`src/rtl/viterbi_pkg.sv`:
```
// Shared types and constants for the Viterbi frame sequencer.
package viterbi_pkg;

    typedef enum logic [2:0] {
        StIdle,
        StClear,
        StData,
        StTail,
        StFlush,
        StDrain
    } state_e;

    localparam int unsigned TAIL_LEN_DEF = 2;
    localparam int unsigned SYM_W = 2;
    localparam logic [SYM_W-1:0] ZERO_SYM = 2'b00;

endpackage

```
`src/rtl/viterbi_frame_ctrl_if.sv`:
```
// Symbol, core and decoded-bit signals of the frame sequencer.
interface viterbi_frame_ctrl_if
    import viterbi_pkg::*;
#(
    parameter int unsigned LEN_W = 10
);
    logic             start_i;
    logic [LEN_W-1:0] cfg_len_i;
    logic [SYM_W-1:0] in_data_i;
    logic             in_valid_i;
    logic             in_ready_o;
    logic             core_clear_o;
    logic [SYM_W-1:0] core_data_o;
    logic             core_valid_o;
    logic             core_bit_i;
    logic             core_bit_valid_i;
    logic             out_data_o;
    logic             out_valid_o;
    logic             out_last_o;
    logic             busy_o;
    logic             done_o;
    logic             err_len_o;

    modport slave (
        input  start_i, cfg_len_i, in_data_i, in_valid_i, core_bit_i, core_bit_valid_i,
        output in_ready_o, core_clear_o, core_data_o, core_valid_o,
               out_data_o, out_valid_o, out_last_o, busy_o, done_o, err_len_o
    );

    modport master (
        output start_i, cfg_len_i, in_data_i, in_valid_i, core_bit_i, core_bit_valid_i,
        input  in_ready_o, core_clear_o, core_data_o, core_valid_o,
               out_data_o, out_valid_o, out_last_o, busy_o, done_o, err_len_o
    );

endinterface

```
`src/rtl/viterbi_frame_ctrl.sv`:
```
// Frame sequencer for viterbi_core: clears the core, forwards N symbols, appends
// zero tail and flush symbols, and trims the decoded stream to exactly N bits.
module viterbi_frame_ctrl
    import viterbi_pkg::*;
#(
    parameter int unsigned LEN_W    = 10,
    parameter int unsigned TAIL_LEN = TAIL_LEN_DEF,
    parameter int unsigned TB_DEPTH = 16
) (
    input logic           clk,
    input logic           rst,
    viterbi_frame_ctrl_if.slave bus
);

    localparam int unsigned PH_MAX = (TB_DEPTH > TAIL_LEN) ? TB_DEPTH : TAIL_LEN;
    localparam int unsigned PH_W   = $clog2(PH_MAX + 1);

    state_e           state_q, state_d;
    logic [LEN_W-1:0] len_q, len_d;
    logic [LEN_W-1:0] sym_cnt_q, sym_cnt_d;
    logic [PH_W-1:0]  ph_cnt_q, ph_cnt_d;
    logic [LEN_W:0]   out_cnt_q, out_cnt_d;
    logic [LEN_W:0]   out_end;
    logic [SYM_W-1:0] core_data_q, core_data_d;
    logic             core_valid_q, core_valid_d;
    logic             out_data_q, out_data_d;
    logic             out_valid_q, out_valid_d;
    logic             out_last_q, out_last_d;
    logic             done_q, done_d;
    logic             err_q, err_d;
    logic             hs;
    logic             bit_take;

    assign out_end  = {1'b0, len_q} + (LEN_W + 1)'(TAIL_LEN);
    assign hs       = (state_q == StData) && bus.in_valid_i;
    // Core bits seen in IDLE or CLEAR belong to an aborted or previous frame.
    assign bit_take = bus.core_bit_valid_i && (state_q inside {StData, StTail, StFlush, StDrain});

    always_comb begin
        state_d      = state_q;
        len_d        = len_q;
        sym_cnt_d    = sym_cnt_q;
        ph_cnt_d     = ph_cnt_q;
        out_cnt_d    = out_cnt_q;
        core_data_d  = ZERO_SYM;
        core_valid_d = 1'b0;
        out_data_d   = 1'b0;
        out_valid_d  = 1'b0;
        out_last_d   = 1'b0;
        done_d       = 1'b0;
        err_d        = 1'b0;

        // Bits 0..N-1 are forwarded, tail bits only advance the saturating count.
        if (bit_take && (out_cnt_q < out_end)) begin
            out_cnt_d = out_cnt_q + (LEN_W + 1)'(1);
            if (out_cnt_q < {1'b0, len_q}) begin
                out_valid_d = 1'b1;
                out_data_d  = bus.core_bit_i;
                out_last_d  = (out_cnt_q == ({1'b0, len_q} - (LEN_W + 1)'(1)));
            end
        end

        unique case (state_q)
            StIdle: begin
                sym_cnt_d = '0;
                ph_cnt_d  = '0;
                out_cnt_d = '0;
                if (bus.start_i) begin
                    if (bus.cfg_len_i == '0) begin
                        err_d = 1'b1;
                    end else begin
                        len_d   = bus.cfg_len_i;
                        state_d = StClear;
                    end
                end
            end
            StClear: state_d = StData;
            StData: begin
                if (hs) begin
                    core_valid_d = 1'b1;
                    core_data_d  = bus.in_data_i;
                    if (sym_cnt_q == len_q - LEN_W'(1)) begin
                        state_d  = (TAIL_LEN == 0) ? StFlush : StTail;
                        ph_cnt_d = '0;
                    end else begin
                        sym_cnt_d = sym_cnt_q + LEN_W'(1);
                    end
                end
            end
            StTail: begin
                core_valid_d = 1'b1;
                if (ph_cnt_q == PH_W'(TAIL_LEN - 1)) begin
                    state_d  = StFlush;
                    ph_cnt_d = '0;
                end else begin
                    ph_cnt_d = ph_cnt_q + PH_W'(1);
                end
            end
            StFlush: begin
                core_valid_d = 1'b1;
                if (ph_cnt_q == PH_W'(TB_DEPTH - 1)) begin
                    state_d  = StDrain;
                    ph_cnt_d = '0;
                end else begin
                    ph_cnt_d = ph_cnt_q + PH_W'(1);
                end
            end
            StDrain: begin
                // Leave on the same edge that registers the final bit so a start
                // presented alongside done is honoured.
                if (out_cnt_d == out_end) begin
                    state_d = StIdle;
                    done_d  = 1'b1;
                end
            end
            default: state_d = StIdle;
        endcase
    end

    always_ff @(posedge clk or posedge rst) begin
        if (rst) begin
            state_q      <= StIdle;
            len_q        <= '0;
            sym_cnt_q    <= '0;
            ph_cnt_q     <= '0;
            out_cnt_q    <= '0;
            core_data_q  <= ZERO_SYM;
            core_valid_q <= 1'b0;
            out_data_q   <= 1'b0;
            out_valid_q  <= 1'b0;
            out_last_q   <= 1'b0;
            done_q       <= 1'b0;
            err_q        <= 1'b0;
        end else begin
            state_q      <= state_d;
            len_q        <= len_d;
            sym_cnt_q    <= sym_cnt_d;
            ph_cnt_q     <= ph_cnt_d;
            out_cnt_q    <= out_cnt_d;
            core_data_q  <= core_data_d;
            core_valid_q <= core_valid_d;
            out_data_q   <= out_data_d;
            out_valid_q  <= out_valid_d;
            out_last_q   <= out_last_d;
            done_q       <= done_d;
            err_q        <= err_d;
        end
    end

    assign bus.in_ready_o   = (state_q == StData);
    assign bus.core_clear_o = (state_q == StClear);
    assign bus.busy_o       = (state_q != StIdle);
    assign bus.core_data_o  = core_data_q;
    assign bus.core_valid_o = core_valid_q;
    assign bus.out_data_o   = out_data_q;
    assign bus.out_valid_o  = out_valid_q;
    assign bus.out_last_o   = out_last_q;
    assign bus.done_o       = done_q;
    assign bus.err_len_o    = err_q;

endmodule

```
`src/flat_wrapper.sv`:
```
// flat-port wrapper written by rule: the top's interface ports become plain ports
module viterbi_frame_ctrl_flat import viterbi_pkg::*;
#(
    parameter int unsigned LEN_W    = 10,
    parameter int unsigned TAIL_LEN = TAIL_LEN_DEF,
    parameter int unsigned TB_DEPTH = 16
)
  (clk, rst, bus_start_i, bus_cfg_len_i, bus_in_data_i, bus_in_valid_i, bus_core_bit_i, bus_core_bit_valid_i, bus_in_ready_o, bus_core_clear_o, bus_core_data_o, bus_core_valid_o, bus_out_data_o, bus_out_valid_o, bus_out_last_o, bus_busy_o, bus_done_o, bus_err_len_o);
  viterbi_frame_ctrl_if #(.LEN_W(LEN_W)) bus_i ();
  input logic clk;
  input logic rst;
  input wire logic [$bits(bus_i.start_i)-1:0] bus_start_i;
  input wire logic [$bits(bus_i.cfg_len_i)-1:0] bus_cfg_len_i;
  input wire logic [$bits(bus_i.in_data_i)-1:0] bus_in_data_i;
  input wire logic [$bits(bus_i.in_valid_i)-1:0] bus_in_valid_i;
  input wire logic [$bits(bus_i.core_bit_i)-1:0] bus_core_bit_i;
  input wire logic [$bits(bus_i.core_bit_valid_i)-1:0] bus_core_bit_valid_i;
  output wire logic [$bits(bus_i.in_ready_o)-1:0] bus_in_ready_o;
  output wire logic [$bits(bus_i.core_clear_o)-1:0] bus_core_clear_o;
  output wire logic [$bits(bus_i.core_data_o)-1:0] bus_core_data_o;
  output wire logic [$bits(bus_i.core_valid_o)-1:0] bus_core_valid_o;
  output wire logic [$bits(bus_i.out_data_o)-1:0] bus_out_data_o;
  output wire logic [$bits(bus_i.out_valid_o)-1:0] bus_out_valid_o;
  output wire logic [$bits(bus_i.out_last_o)-1:0] bus_out_last_o;
  output wire logic [$bits(bus_i.busy_o)-1:0] bus_busy_o;
  output wire logic [$bits(bus_i.done_o)-1:0] bus_done_o;
  output wire logic [$bits(bus_i.err_len_o)-1:0] bus_err_len_o;
  assign bus_i.start_i = bus_start_i;
  assign bus_i.cfg_len_i = bus_cfg_len_i;
  assign bus_i.in_data_i = bus_in_data_i;
  assign bus_i.in_valid_i = bus_in_valid_i;
  assign bus_i.core_bit_i = bus_core_bit_i;
  assign bus_i.core_bit_valid_i = bus_core_bit_valid_i;
  assign bus_in_ready_o = bus_i.in_ready_o;
  assign bus_core_clear_o = bus_i.core_clear_o;
  assign bus_core_data_o = bus_i.core_data_o;
  assign bus_core_valid_o = bus_i.core_valid_o;
  assign bus_out_data_o = bus_i.out_data_o;
  assign bus_out_valid_o = bus_i.out_valid_o;
  assign bus_out_last_o = bus_i.out_last_o;
  assign bus_busy_o = bus_i.busy_o;
  assign bus_done_o = bus_i.done_o;
  assign bus_err_len_o = bus_i.err_len_o;
  viterbi_frame_ctrl #(.LEN_W(LEN_W), .TAIL_LEN(TAIL_LEN), .TB_DEPTH(TB_DEPTH)) u_core (.clk(clk), .rst(rst), .bus(bus_i));
endmodule
```
`config.mk`:
```
export PLATFORM = sky130hd
export DESIGN_NAME = viterbi_frame_ctrl_flat
export DESIGN_NICKNAME = d
export VERILOG_FILES = /design/src/rtl/viterbi_pkg.sv /design/src/rtl/viterbi_frame_ctrl_if.sv /design/src/rtl/viterbi_frame_ctrl.sv /design/src/flat_wrapper.sv
export SDC_FILE = /design/constraint.sdc
export NUM_CORES = 1
export LEC_CHECK = 0
export CORE_AREA = 4 4 73 126
export DETAILED_ROUTE_END_ITERATION = 10
export DIE_AREA = 0 0 77 130
export PLACE_DENSITY = 0.75
export REMOVE_ABC_BUFFERS = 1
export SYNTH_ARGS = -nofsm -noshare
export SYNTH_HDL_FRONTEND = slang
export SYNTH_SLANG_ARGS = --single-unit
```
`constraint.sdc`:
```
create_clock -name clk -period 8.22 [get_ports clk]
set_clock_uncertainty 0.05 [all_clocks]
set_input_delay 1.644 -clock clk [delete_from_list [all_inputs] [get_ports clk]]
set_output_delay 1.644 -clock clk [all_outputs]
set_load 0.02 [all_outputs]
```
Word level (Yosys, flattened, before mapping) --
Index checks and enable logic that the tools add are counted.
Storage, ports and cells: bits of input ports 18, register bits 47, logic and storage cells 86
Operators by class: mux-type cells 33, bitwise logic cells 1, reductions and logical operators 14, add/sub/neg operators 6, eq/ne operators 18, $lt $le $gt $ge 2
Operators with widths (count):
- equality test 11 bit | 2
- 2-to-1 mux 11 bit | 2
- 2-to-1 mux 3 bit | 7
- 2-to-1 mux 10 bit | 2
- 2-to-1 mux 5 bit | 4
- case mux 10 bit (2 select lines) | 1
- case mux 5 bit (4 select lines) | 1
- case mux 3 bit (6 select lines) | 1
- 2-to-1 mux 1 bit | 12
- != test 2 bit (second input constant) | 6
- adder 10 x 2 -> 11 bit (second input constant) | 1
- adder 11 x 1 -> 11 bit (second input constant) | 1
- less-than comparator 11 x 10 -> 1 bit | 1
- less-than comparator 11 bit | 1
- subtractor 10 x 1 -> 11 bit (second input constant) | 1
- adder 10 x 1 -> 10 bit (second input constant) | 1
- equality test 10 bit | 1
- logical NOT 10 bit | 1
- subtractor 10 x 1 -> 10 bit (second input constant) | 1
- AND reduction 3 bit | 3
- nonzero test 4 bit | 2
- AND reduction 7 bit | 1
- equality test 3 x 2 -> 1 bit (second input constant) | 2
- equality test 3 bit (second input constant) | 2
- 13 further kinds | 17

Logic depth before layout (Yosys ltp) --
Gate-level depths: netlist of run 1.
depth after elaboration 8, mapped depth 13

Least setup slack after synthesis of run 1 --
Ideal clock, no wire load.
kind register to register, start register u_core.len_q[7], end register u_core.state_q[0], setup time 0.133 ns, stages on the path, launching flop included 13, period minus slack after synthesis 3.492 ns, arrival 3.308 ns, slack 4.728 ns, buffers on the path 2, cell sequence dfrtp_1 clkbuf_1 nand3_1 or4_1 clkbuf_1 ha_1 o21a_1 a221o_1 a2111oi_1 xnor2_1 o311ai_0 nor4_2 o31ai_1
On the way: longest elaborated chain between the ends 7
Ends and longest elaborated chain:
- from (decl) | RTL line viterbi_frame_ctrl.sv:19 | logic [LEN_W-1:0] len_q, len_d;
- from (signal assigned) | RTL line viterbi_frame_ctrl.sv:136 | len_q <= len_d;
- adder 10 x 2 -> 11 bit | RTL line viterbi_frame_ctrl.sv:34 | assign out_end = {1'b0, len_q} + (LEN_W + 1)'(TAIL_LEN);
- less-than comparator 11 bit | RTL line viterbi_frame_ctrl.sv:54 | if (bit_take && (out_cnt_q < out_end)) begin
- logical AND 1 bit | RTL line viterbi_frame_ctrl.sv:54
- 2-to-1 mux 11 bit | RTL line viterbi_frame_ctrl.sv:54
- equality test 11 bit | RTL line viterbi_frame_ctrl.sv:111 | if (out_cnt_d == out_end) begin
- != test 2 bit (no source line)
- AND reduction 7 bit (no source line) *
- to (signal assigned) | RTL line viterbi_frame_ctrl.sv:122 | state_q <= StIdle;
- to (signal assigned) | RTL line viterbi_frame_ctrl.sv:135 | state_q <= state_d;
- to (decl) | RTL line viterbi_frame_ctrl.sv:18 | state_e state_q, state_d;
Mark *: on every way between the ends. The rest lies on a longest branch, timed or not. A chain may end at the register's enable or synchronous reset.

Final worst setup path of run 1 --
start register u_core.state_q[1], end output port bus_busy_o
On the way: longest elaborated chain between the ends 1
Ends and longest elaborated chain:
- nonzero test 3 bit | RTL line viterbi_frame_ctrl.sv:152 | assign bus.busy_o = (state_q != StIdle);
- to (decl) | RTL line flat_wrapper.sv:25 | output wire logic [$bits(bus_i.busy_o)-1:0] bus_busy_o;
No other way between the ends.

==> flow_metrics.env, run 1 <==
export IMPL_slew_viol_final=0
export IMPL_cp_top_family="buffers and inverters"
export IMPL_final_cell_area_um2=4440
export IMPL_fin_crit_sh_pct=52.5
export IMPL_multiInputGateArea_um2=2580
export IMPL_post_synth_fa_ha_maj_area_fraction_pct=9.10
export IMPL_synth_distinct_cells=70
export IMPL_fmax_mhz=232
export IMPL_htree_levels=2
export IMPL_synth_top_family_by_area="simple AND/OR/NAND/NOR gates"
export IMPL_finalSetupViolCount=0
export IMPL_num_rows=44
export IMPL_cts_resized=0
export IMPL_dpl_hpwl_mm=7.64
export IMPL_power_leakage_nw=1.89
export IMPL_synth_edf_count=0
export IMPL_first_pass_iters=5
export IMPL_crit_buf_inv=2
export IMPL_slowest_stage="dfrtp_1"
export IMPL_ys_seq_elements=47
export IMPL_drt_total_wl_mm=10.0
export IMPL_finish_net_count=511
export IMPL_whs_ns=0.493
export IMPL_combPwrFrac_pct=27.5
export IMPL_post_drt_wl_per_cell_um=18.0
export IMPL_seqPwrFrac_pct=40.7
export IMPL_clkTransAtPathRegs_ns=0.06
export IMPL_postSynthCellCount=456
export IMPL_drc=0
export IMPL_final_hold_violation_count=0
export IMPL_drtIter0Drc=252
export IMPL_synth_xor_area_share_pct=13.6
export IMPL_crit_start="u_core.state_q[1]"
export IMPL_dr_total_vias=3391
export IMPL_area_growth_pct=11.2
export IMPL_drive_gt1_share_pct=4.95
export IMPL_avgViaCountPerCell=6.09
export IMPL_synthArstFlopShare_pct=100
export IMPL_postCtsSetupRepairBufs=0
export IMPL_ys_seq_area_share_pct=29.5
export IMPL_cp_arrival_ns=2.62
export IMPL_ir_drop_uv=127
export IMPL_clock_path_buffers=2
export IMPL_root_buffer="clkbuf_16"
export IMPL_place_congestion=0.973
export IMPL_tns_ns=0
export IMPL_critPathMaxStageDelay_ns=0.67
export IMPL_p_clk_share_pct=31.8
export IMPL_power_density_nw_per_um2=171
export IMPL_cts_sinks=47
export IMPL_n_antenna_cell=0
export IMPL_synth_area_per_cell_um2=8.75
export IMPL_antenna_found_initial=0
export IMPL_tightestPinTransition_ns=1.14
export IMPL_cap_violations=0
export IMPL_n_fill_cell=776
export IMPL_io_pins=29
export IMPL_synthSimpleGateAreaFrac_pct=22.5
export IMPL_wl_met1_mm=3.67
export IMPL_postRouteAntennaNets=0
export IMPL_highest_layer="met4"
export IMPL_synth_area_um2=3990
export IMPL_io_buffers=28
export IMPL_ys_flop_type="dfrtp_1"
export IMPL_ctsHoldBuffers=0
export IMPL_hold_path_class="reg2reg"
export IMPL_grt_pass1_vias=3257
export IMPL_place_area_um2=4260
export IMPL_rsz0062_at_grt="false"
export IMPL_p_int_w=0.000503
export IMPL_switching_share_pct=33.5
export IMPL_grt_max_degree=48
export IMPL_regArea_um2=1180
export IMPL_r2r_start="u_core.len_q[3]"
export IMPL_path_class="reg2out"
export IMPL_cp_cell_sequence="nor3_1 > inv_1 > clkdlybuf4s50_1"
export IMPL_dieArea_um2=10000
export IMPL_start_kind="flip-flop"
export IMPL_clk_latency_ns=0.29
export IMPL_critical_path_endpoint_type="primary output"
export IMPL_cts_tree="built"
export IMPL_core_area_um2=8200
export IMPL_cts_made_buffers=5
export IMPL_routed_wl_met2_mm=5.68
export IMPL_timing_slew_headroom_pct=23.9
export IMPL_grt_pass1_wl_mm=16.1
export IMPL_min_from="u_core.ph_cnt_q[0]"
export IMPL_synth_area_mux_share_pct=3.07
export IMPL_grt_overflow=0
export IMPL_yosys_warnings=0
export IMPL_grt_usage_pct=20.3
export IMPL_required_ns=6.53
export IMPL_power_switching_w=0.000254
export IMPL_die_w_um=77
export IMPL_synth_compound_area_share_pct=16.6
export IMPL_status="completed"
export IMPL_wl_met3_um=342
export IMPL_initial_core_util_pct=48.6
export IMPL_period_needed_ns=4.31
export IMPL_critical_path_max_fanout=21
export IMPL_die_h_um=130
==> metrics by stage <==
stage / power [W] / std cells / setup slack, ns / utilization (%)
floorplan: 0.000449 / 428 / 4.54 / -
global placement: 0.000510 / 549 / 3.88 / 52.0
detailed placement: 0.000516 / 549 / 3.77 / 52.0
CTS: 0.000760 / 557 / 3.90 / 54.1
global route: 0.000798 / 557 / 3.51 / 54.1
finish: 0.000757 / 557 / 3.91 / 54.1
==> area by class of cell <==
cell class / instances / share of cell area (%)
clock buffers: 6 / 3.13
well taps: 92 / 2.60
inverters: 26 / 2.20
repair buffers: 29 / 6.49
multi-input cells: 355 / 58.3
flip-flops and latches: 47 / 26.5
clock inverters: 2 / 0.790
==> cells by family after synthesis <==
kind of cell	count (synthesis)
and+or+nand+nor	167
AOI/OAI and AO/OA	90
muxes	12
xor gates and xnor gates	57
buffers and inverters	54
adders and majority gates	29
DFF	47
==> registers in the layout, summed over array words and instances, names as in the netlist <==
signal                   count
u_core.bus.done_o            1
u_core.bus.err_len_o         1
u_core.bus.core_data_o       2
u_core.bus.out_last_o        1
u_core.state_q               3
u_core.out_cnt_q            11
u_core.len_q                10
u_core.bus.out_data_o        1
u_core.ph_cnt_q              5
u_core.bus.out_valid_o       1
u_core.sym_cnt_q            10
u_core.bus.core_valid_o      1
==> power groups by stage <==
stage	clock network, W	registers (W)	logic (W)
2_1_floorplan	0	0.000292	0.000157
3_3_place_gp	0	0.000310	0.000200
3_5_place_dp	0	0.000311	0.000206
4_1_cts	0.000246	0.000306	0.000208
5_1_grt	0.000254	0.000313	0.000231
6_report	0.000240	0.000308	0.000209
==> final timing paths <==
check                                      endpoint  slack, ns  depth (start not counted)
worst max register to register    u_core.state_q[0]       3.91                         10
min in group asynchronous       u_core.out_cnt_q[7]       1.86                          2
worst max-delay path                     bus_busy_o       3.91                          3
worst min register to register   u_core.ph_cnt_q[0]       0.49                          1
worst min-delay path             u_core.ph_cnt_q[0]       0.49                          1
max in group asynchronous       u_core.sym_cnt_q[7]       5.63                          2
==> placed cells by master, fill, tap and decap left out, types with 6 or more instances in the layout <==
| cell type | instances |
|---|---|
| nor3_1 | 10 |
| dfrtp_1 | 47 |
| o21ai_0 | 22 |
| nand3_1 | 17 |
| nand4_1 | 8 |
| nand2_1 | 40 |
| ha_1 | 29 |
| and4_1 | 7 |
| xor2_1 | 21 |
| clkdlybuf4s50_1 | 28 |
| xnor2_1 | 33 |
| inv_1 | 23 |
| nor2_1 | 32 |
| and3_1 | 6 |
| nand2b_1 | 12 |
| a21oi_1 | 16 |
| mux2i_1 | 10 |
==> layer usage <==
metal	track usage (%)	up-vias
met5	0	-
met4	9.01	0
met3	2.76	22
met2	40.3	85
met1	20.8	1643
li1	-	1641
==> synthesized netlist by cell type (3+ instances only) <==
master | instances | area share, %
a211o_1 | 4 | 0.88
and2_1 | 4 | 0.63
o31ai_1 | 4 | 0.75
and3_1 | 6 | 0.94
nand2_1 | 40 | 3.8
o2111ai_1 | 3 | 0.66
o22ai_1 | 4 | 0.63
xnor2_1 | 33 | 7.2
or3_1 | 5 | 0.78
nor3b_1 | 3 | 0.56
nand3_1 | 17 | 2.1
nor3_1 | 10 | 1.3
nor2_1 | 32 | 3.0
o21a_1 | 4 | 0.75
clkbuf_1 | 19 | 1.8
xnor3_1 | 3 | 1.7
dfrtp_1 | 47 | 29
nor4_1 | 5 | 0.78
nand4_1 | 8 | 1.3
mux2i_1 | 10 | 2.5
ha_1 | 29 | 9.1
a21oi_1 | 16 | 2.0
nor2b_1 | 3 | 0.47
nand2b_1 | 12 | 1.9
o211ai_1 | 5 | 0.94
o21ai_0 | 22 | 2.8
and4_1 | 7 | 1.5
xor2_1 | 21 | 4.6
inv_1 | 24 | 2.3
buf_2 | 5 | 0.63
(Power assumes the default switching activity.)
==> inputs of run 2 (changes only) <==
--- a/config.mk
+++ b/config.mk
@@ -8,7 +8,7 @@
 export CORE_AREA = 4 4 73 126
 export DETAILED_ROUTE_END_ITERATION = 10
 export DIE_AREA = 0 0 77 130
-export PLACE_DENSITY = 0.75
+export PLACE_DENSITY = 0.78
 export REMOVE_ABC_BUFFERS = 1
 export SYNTH_ARGS = -nofsm -noshare
 export SYNTH_HDL_FRONTEND = slang
==> constraint.sdc (replaced) <==
create_clock -name clk -period 3.5 [get_ports clk]
set_clock_uncertainty 0.05 [all_clocks]
set_input_delay 0.7 -clock clk [delete_from_list [all_inputs] [get_ports clk]]
set_output_delay 0.7 -clock clk [all_outputs]
set_load 0.02 [all_outputs]
==> run 2 against run 1 <==
Against the previous run: total power increased by 140%; via count increased by 6.1%; highest routed layer unchanged; worst setup slack got worse by 3.8 ns; wire length increased by 9.8%; count of clock-buffer cells in the layout increased by 2; sequential cell count unchanged; critical path depth increased by 8; largest power group unchanged; final cell count increased by 6.8%; worst hold slack got worse by 0.0053 ns; combinational power increased to 3.0 times the previous value; cell area increased by 8.5%; die area unchanged.
==> flow_metrics.env, run 2 (same netlist as run 1, synthesis figures left out) <==
export IMPL_dr_total_vias=3599
export IMPL_n_antenna_cell=0
export IMPL_fmax_mhz=298
export IMPL_ir_drop_uv=399
export IMPL_root_buffer="clkbuf_16"
export IMPL_critical_path_endpoint_type="flip-flop"
export IMPL_tightestPinTransition_ns=1.16
export IMPL_clock_path_buffers=2
export IMPL_grt_usage_pct=22.6
export IMPL_layout_commonest_cell="dfrtp_1"
export IMPL_rsz0062_at_grt="true"
export IMPL_start_kind="flip-flop"
export IMPL_final_cell_area_um2=4810
export IMPL_finish_net_count=549
export IMPL_antenna_found_initial=0
export IMPL_io_pins=29
export IMPL_io_buffers=28
export IMPL_drtIter0Drc=228
export IMPL_grt_pass1_vias=3598
export IMPL_largest_reg_flops=11
export IMPL_cts_tree="built"
export IMPL_finalPower_w=0.00180
export IMPL_drc=0
export IMPL_dpl_hpwl_mm=8.58
export IMPL_fin_crit_sh_pct=95.9
export IMPL_drt_total_wl_mm=11.0
export IMPL_core_area_um2=8200
export IMPL_post_drt_wl_per_cell_um=18.5
export IMPL_power_leakage_nw=2.11
export IMPL_power_density_nw_per_um2=373
export IMPL_status="completed"
export IMPL_grt_max_degree=48
export IMPL_die_w_um=77
export IMPL_dieArea_um2=10000
export IMPL_num_rows=44
export IMPL_initial_core_util_pct=48.6
export IMPL_tns_ns=0
export IMPL_hold_path_class="reg2reg"
export IMPL_final_cell_mix="dfrtp_1, nand2_1, buf_4"
export IMPL_min_from="u_core.ph_cnt_q[0]"
export IMPL_cap_violations=0
export IMPL_place_congestion=0.928
export IMPL_grt_pass1_wl_mm=17.7
export IMPL_clkTransAtPathRegs_ns=0.06
export IMPL_whs_ns=0.487
export IMPL_timing_slew_headroom_pct=22.4
export IMPL_final_hold_violation_count=0
export IMPL_cts_sinks=47
export IMPL_path_class="reg2reg"
export IMPL_area_growth_pct=20.7
export IMPL_top_register="u_core.out_cnt_q"
export IMPL_finalSetupViolCount=0
export IMPL_grt_overflow=0
export IMPL_avgViaCountPerCell=6.05
export IMPL_crit_start="u_core.len_q[1]"
export IMPL_critical_path_max_fanout=8
export IMPL_first_pass_iters=4
export IMPL_postRouteAntennaNets=0
export IMPL_r2r_start="u_core.len_q[1]"
export IMPL_htree_levels=2
export IMPL_cts_made_buffers=5
export IMPL_place_area_um2=4460
export IMPL_required_ns=3.67
export IMPL_slew_viol_final=0
export IMPL_die_h_um=130
export IMPL_period_needed_ns=3.36
export IMPL_top_regs="u_core.out_cnt_q (11), u_core.len_q (10), u_core.sym_cnt_q (10)"
export IMPL_cp_arrival_ns=3.53
export IMPL_drive_gt1_share_pct=14.9
export IMPL_clk_latency_ns=0.29
[run 2: cell types whose count changed in the layout (fill, tap and decap cells not counted), sizes merged]
cell,previous run,this run
buf,1,38
clkbuf,6,9
clkinv,2,1
bufinv,1,0
[run 2: critical path, stage by stage, from the launching register on]
cell	delay (ns)
dfrtp_1	0.41
buf_4	0.18
inv_1	0.13
ha_1	0.27
or3b_1	0.48
or4_4	0.55
nand4_2	0.09
nand3_2	0.09
a31o_2	0.25
buf_4	0.18
a2111oi_4	0.38
mux2i_1	0.22
[run 2: per-layer routing]
| layer | share of wire [%] | vias to the layer above | track usage (%) |
|---|---|---|---|
| met5 | 0 | - | 0 |
| li1 | - | 1727 | - |
| met3 | 3.4 | 47 | 3.18 |
| met4 | 6.2 | 0 | 15.0 |
| met2 | 56 | 107 | 44.4 |
| met1 | 35 | 1718 | 21.6 |
[run 2: layout make-up]
class	instances	area, um^2
inverters	26	97.6
repair buffers	67	574
well taps	92	115
clock buffers	8	156
flip-flops and latches	47	1180
fillers	709	3390
multi-input cells	355	2690
[run 2: worst paths after layout]
path / slack (ns) / endpoint / cells after the start
setup / recovery: 0.14 / u_core.sym_cnt_q[8] / 11
hold / removal: 0.49 / u_core.ph_cnt_q[0] / 1
setup reg to reg: 0.14 / u_core.sym_cnt_q[8] / 11
hold reg to reg: 0.49 / u_core.ph_cnt_q[0] / 1
max in group asynchronous: 1.80 / u_core.len_q[3] / 2
min in group asynchronous: 0.91 / u_core.bus.out_data_o / 2
[run 2: where the power goes]
group / total [W] / leakage, nW / switching [W] / internal, W
sequential: 0.000660 / 0.502 / 0.0000726 / 0.000587
combinational: 0.000630 / 1.53 / 0.000344 / 0.000286
clock: 0.000508 / 0.0772 / 0.000203 / 0.000304
[run 2: through the flow]
| stage | util [%] | setup WS (ns) | instances |
|---|---|---|---|
| floorplan | - | -0.182 | 428 |
| global placement | 54.4 | 0.0628 | 576 |
| detailed placement | 54.4 | -0.0429 | 576 |
| CTS | 56.5 | 0.0181 | 584 |
| global route | 58.7 | -0.0878 | 595 |
| finish | 58.7 | 0.142 | 595 |
[run 2: repair_timing]
action                                  CTS  global route
setup buffers                             0            11
pin swaps                                 0            13
hold buffers                              0             0
endpoints found under the setup margin    3            15
resized for setup                         3            19
hold endpoints to repair                  0             0
==> patch: new RTL, config.mk and constraints of run 2 <==
Set the package constant `TAIL_LEN_DEF` to 1 (it was 2).
--- a/src/rtl/viterbi_pkg.sv
+++ b/src/rtl/viterbi_pkg.sv
@@ -10,7 +10,7 @@
         StDrain
     } state_e;
 
-    localparam int unsigned TAIL_LEN_DEF = 2;
+    localparam int unsigned TAIL_LEN_DEF = 1;
     localparam int unsigned SYM_W = 2;
     localparam logic [SYM_W-1:0] ZERO_SYM = 2'b00;
 
Check against the original RTL: no difference found for any inputs over 10 cycles, from zero or initial values and one cycle with rst high; that may be too few to reach the edited logic, so the function may still have changed.
==> patch against run 2 <==
The flow now finishes with violations (negative setup slack); sequential cell count unchanged; global-route usage is 0.73 points lower; critical path type unchanged; power is 6.9% higher; count of clock-buffer cells in the layout is 3 lower; setup slack got worse by 0.48 ns; final area grew 4.7%; synthesized area fell by 3.5%; routed wire length is 1.1% lower.
==> patch: results (changes against run 2) <==
synth_xor_xnor_area_share_pct: 13.3  # was 13.6%
htree_levels: 2  # unchanged
grt_max_degree: 48  # unchanged
grt_pass1_wl_um: 17500  # was 17700 um
final_layout_size_suffix_gt1_share_pct: 24.0  # was 14.9%
track_usage_pct: 21.9  # was 22.6%
hold_class: "reg -> reg"  # unchanged
cts_buffer_depth: 2  # unchanged
violations: "negative setup slack"
tightestPinTransition_ns: 1.14  # was 1.16 ns
viasPerCell: 5.86  # was 6.05
synthTopCellsByArea: "dfrtp_1, ha_1, xnor2_1"  # unchanged
diodes: 0  # unchanged
place.gp.congestion: 0.877  # was 0.928
critical_path.max_fanout: 6  # was 8
leakagePower_nw: 2.30  # was 2.11 nW
drt-pass1-iter-count: 5  # was 4
drt_iter0_drc: 263  # was 228
setup_ws_ns: -0.339  # was 0.142 ns
synthAdderAreaFrac_pct: 9.43  # was 9.10%
place_ws_ns: -0.243  # was -0.0429 ns
synth_mux_area_share_pct: 1.04  # was 3.07%
status: "finished with violations"  # was complete, no violations
synth-compound-area-share_pct: 14.7  # was 16.6%
wl_um: 10900  # was 11000 um
setup_viol: 3  # was 0
drc: 0  # unchanged
cts_root_buffer: "clkbuf_16"  # unchanged
switching_share_pct: 34.2  # was 34.5%
antenna_found_initial: 0  # unchanged
ys.flop_type: "dfrtp_1"  # unchanged
yosysWarningCount: 0  # unchanged
nFillCells: 628  # was 709
place_area_mm2: 0.00456  # was 0.00446 mm^2
ys_seq_area_share_pct: 30.6  # was 29.5%
synth_commonest_cells: "dfrtp_1, nor2_1, nand2_1, xnor2_1, o21ai_0"  # was dfrtp_1, nand2_1, xnor2_1, nor2_1, ha_1
io_buffers: 28  # unchanged
finalNetCount: 584  # was 549
dpl.hpwl_um: 7870  # was 8580 um
ys_types: 63  # was 70
ir_worst_vdd_mv: 0.238  # was 0.399 mV
numCtsBuffers: 5  # unchanged
grt_pass1_vias: 3791  # was 3598
cts.clk_slew.worst_paths_ns: 0.07
fin_setup_tns_ns: -0.983  # was 0 ns
reg.largest.list: "u_core.out_cnt_q: 11 flops, u_core.len_q: 10 flops, u_core.sym_cnt_q: 10 flops"  # unchanged
clock_latency_ns: 0.30
## patch: stage by stage
| step | instances | power [mW] |
|---|---|---|
| after floorplan | 422 | 1.05 |
| after global placement | 607 | 1.29 |
| after detailed placement | 607 | 1.31 |
| after CTS | 627 | 1.91 |
| after global routing | 630 | 2.04 |
| final | 630 | 1.92 |
## patch: logic make-up (layout without fill, tap and decap cells)
logic type      Yosys count  in the layout
fa+ha+maj                29             29
flops                    47             47
simple gates            170            170
compound gates           88             88
buf+inv                  52            143
mux                       4              4
xor+xnor                 57             57
## patch: path summary, 6_finish.rpt
kind	startpoint	endpoint	slack, ns	cells past startpoint
max	u_core.len_q[5]$_DFFE_PP0P_	u_core.state_q[2]$_DFFE_PP0P_	-0.34	18
min	u_core.ph_cnt_q[2]$_DFFE_PP0P_	u_core.ph_cnt_q[2]$_DFFE_PP0P_	0.51	1
max reg2reg	u_core.len_q[5]$_DFFE_PP0P_	u_core.state_q[2]$_DFFE_PP0P_	-0.34	18
min reg2reg	u_core.ph_cnt_q[2]$_DFFE_PP0P_	u_core.ph_cnt_q[2]$_DFFE_PP0P_	0.51	1
max in group asynchronous	rst	u_core.out_cnt_q[6]$_DFF_PP0_	1.86	2
min in group asynchronous	rst	u_core.ph_cnt_q[0]$_DFFE_PP0P_	0.92	2
## patch: what timing repair did
action                     4_1_cts  5_1_grt
resized for setup               17       18
hold endpoints to repair         0        0
setup endpoints to repair        3        3
pin swaps                        1        9
buffers inserted                12        3
## patch: final cells by class
type                       count  area (um^2)  area share, %
timing repair buffer         108          881           17.5
clock inverter                 3         47.5          0.943
tap                           92          115           2.28
clock buffer                   5          125           2.48
multi-input combinational    348         2590           51.5
sequential                    47         1180           23.3
inverter                      27          101           2.01
## patch: worst max-delay path: stages, from the launching register on
cell and delay [ns]:
dfrtp_1 0.37, inv_2 0.06, nor4_4 0.27, buf_4 0.18
nor3b_4 0.20, xnor2_1 0.10, ha_1 0.31, nand2_2 0.07
buf_4 0.14, nor3_4 0.21, o41ai_4 0.10, buf_4 0.18
nand4_1 0.11, xor2_1 0.25, xor2_1 0.11, or4_4 0.54
nor4_4 0.21, buf_4 0.18, o22ai_1 0.08
## patch: metal layers
metal  part of all wire (%)  track usage, %  routed length, um
met1                     37            22.0               3980
met2                     52            41.6               5650
met3                    4.2            3.18                460
met4                    7.2            14.6                777
met5                      0               0                  0
## patch: power by group through the flow
stage / Sequential [mW] / Clock (mW) / Combinational (mW)
after floorplan: 0.678 / 0 / 0.373
after global placement: 0.635 / 0 / 0.658
after detailed placement: 0.638 / 0 / 0.673
after CTS: 0.628 / 0.580 / 0.700
after global routing: 0.631 / 0.600 / 0.808
final: 0.631 / 0.570 / 0.721
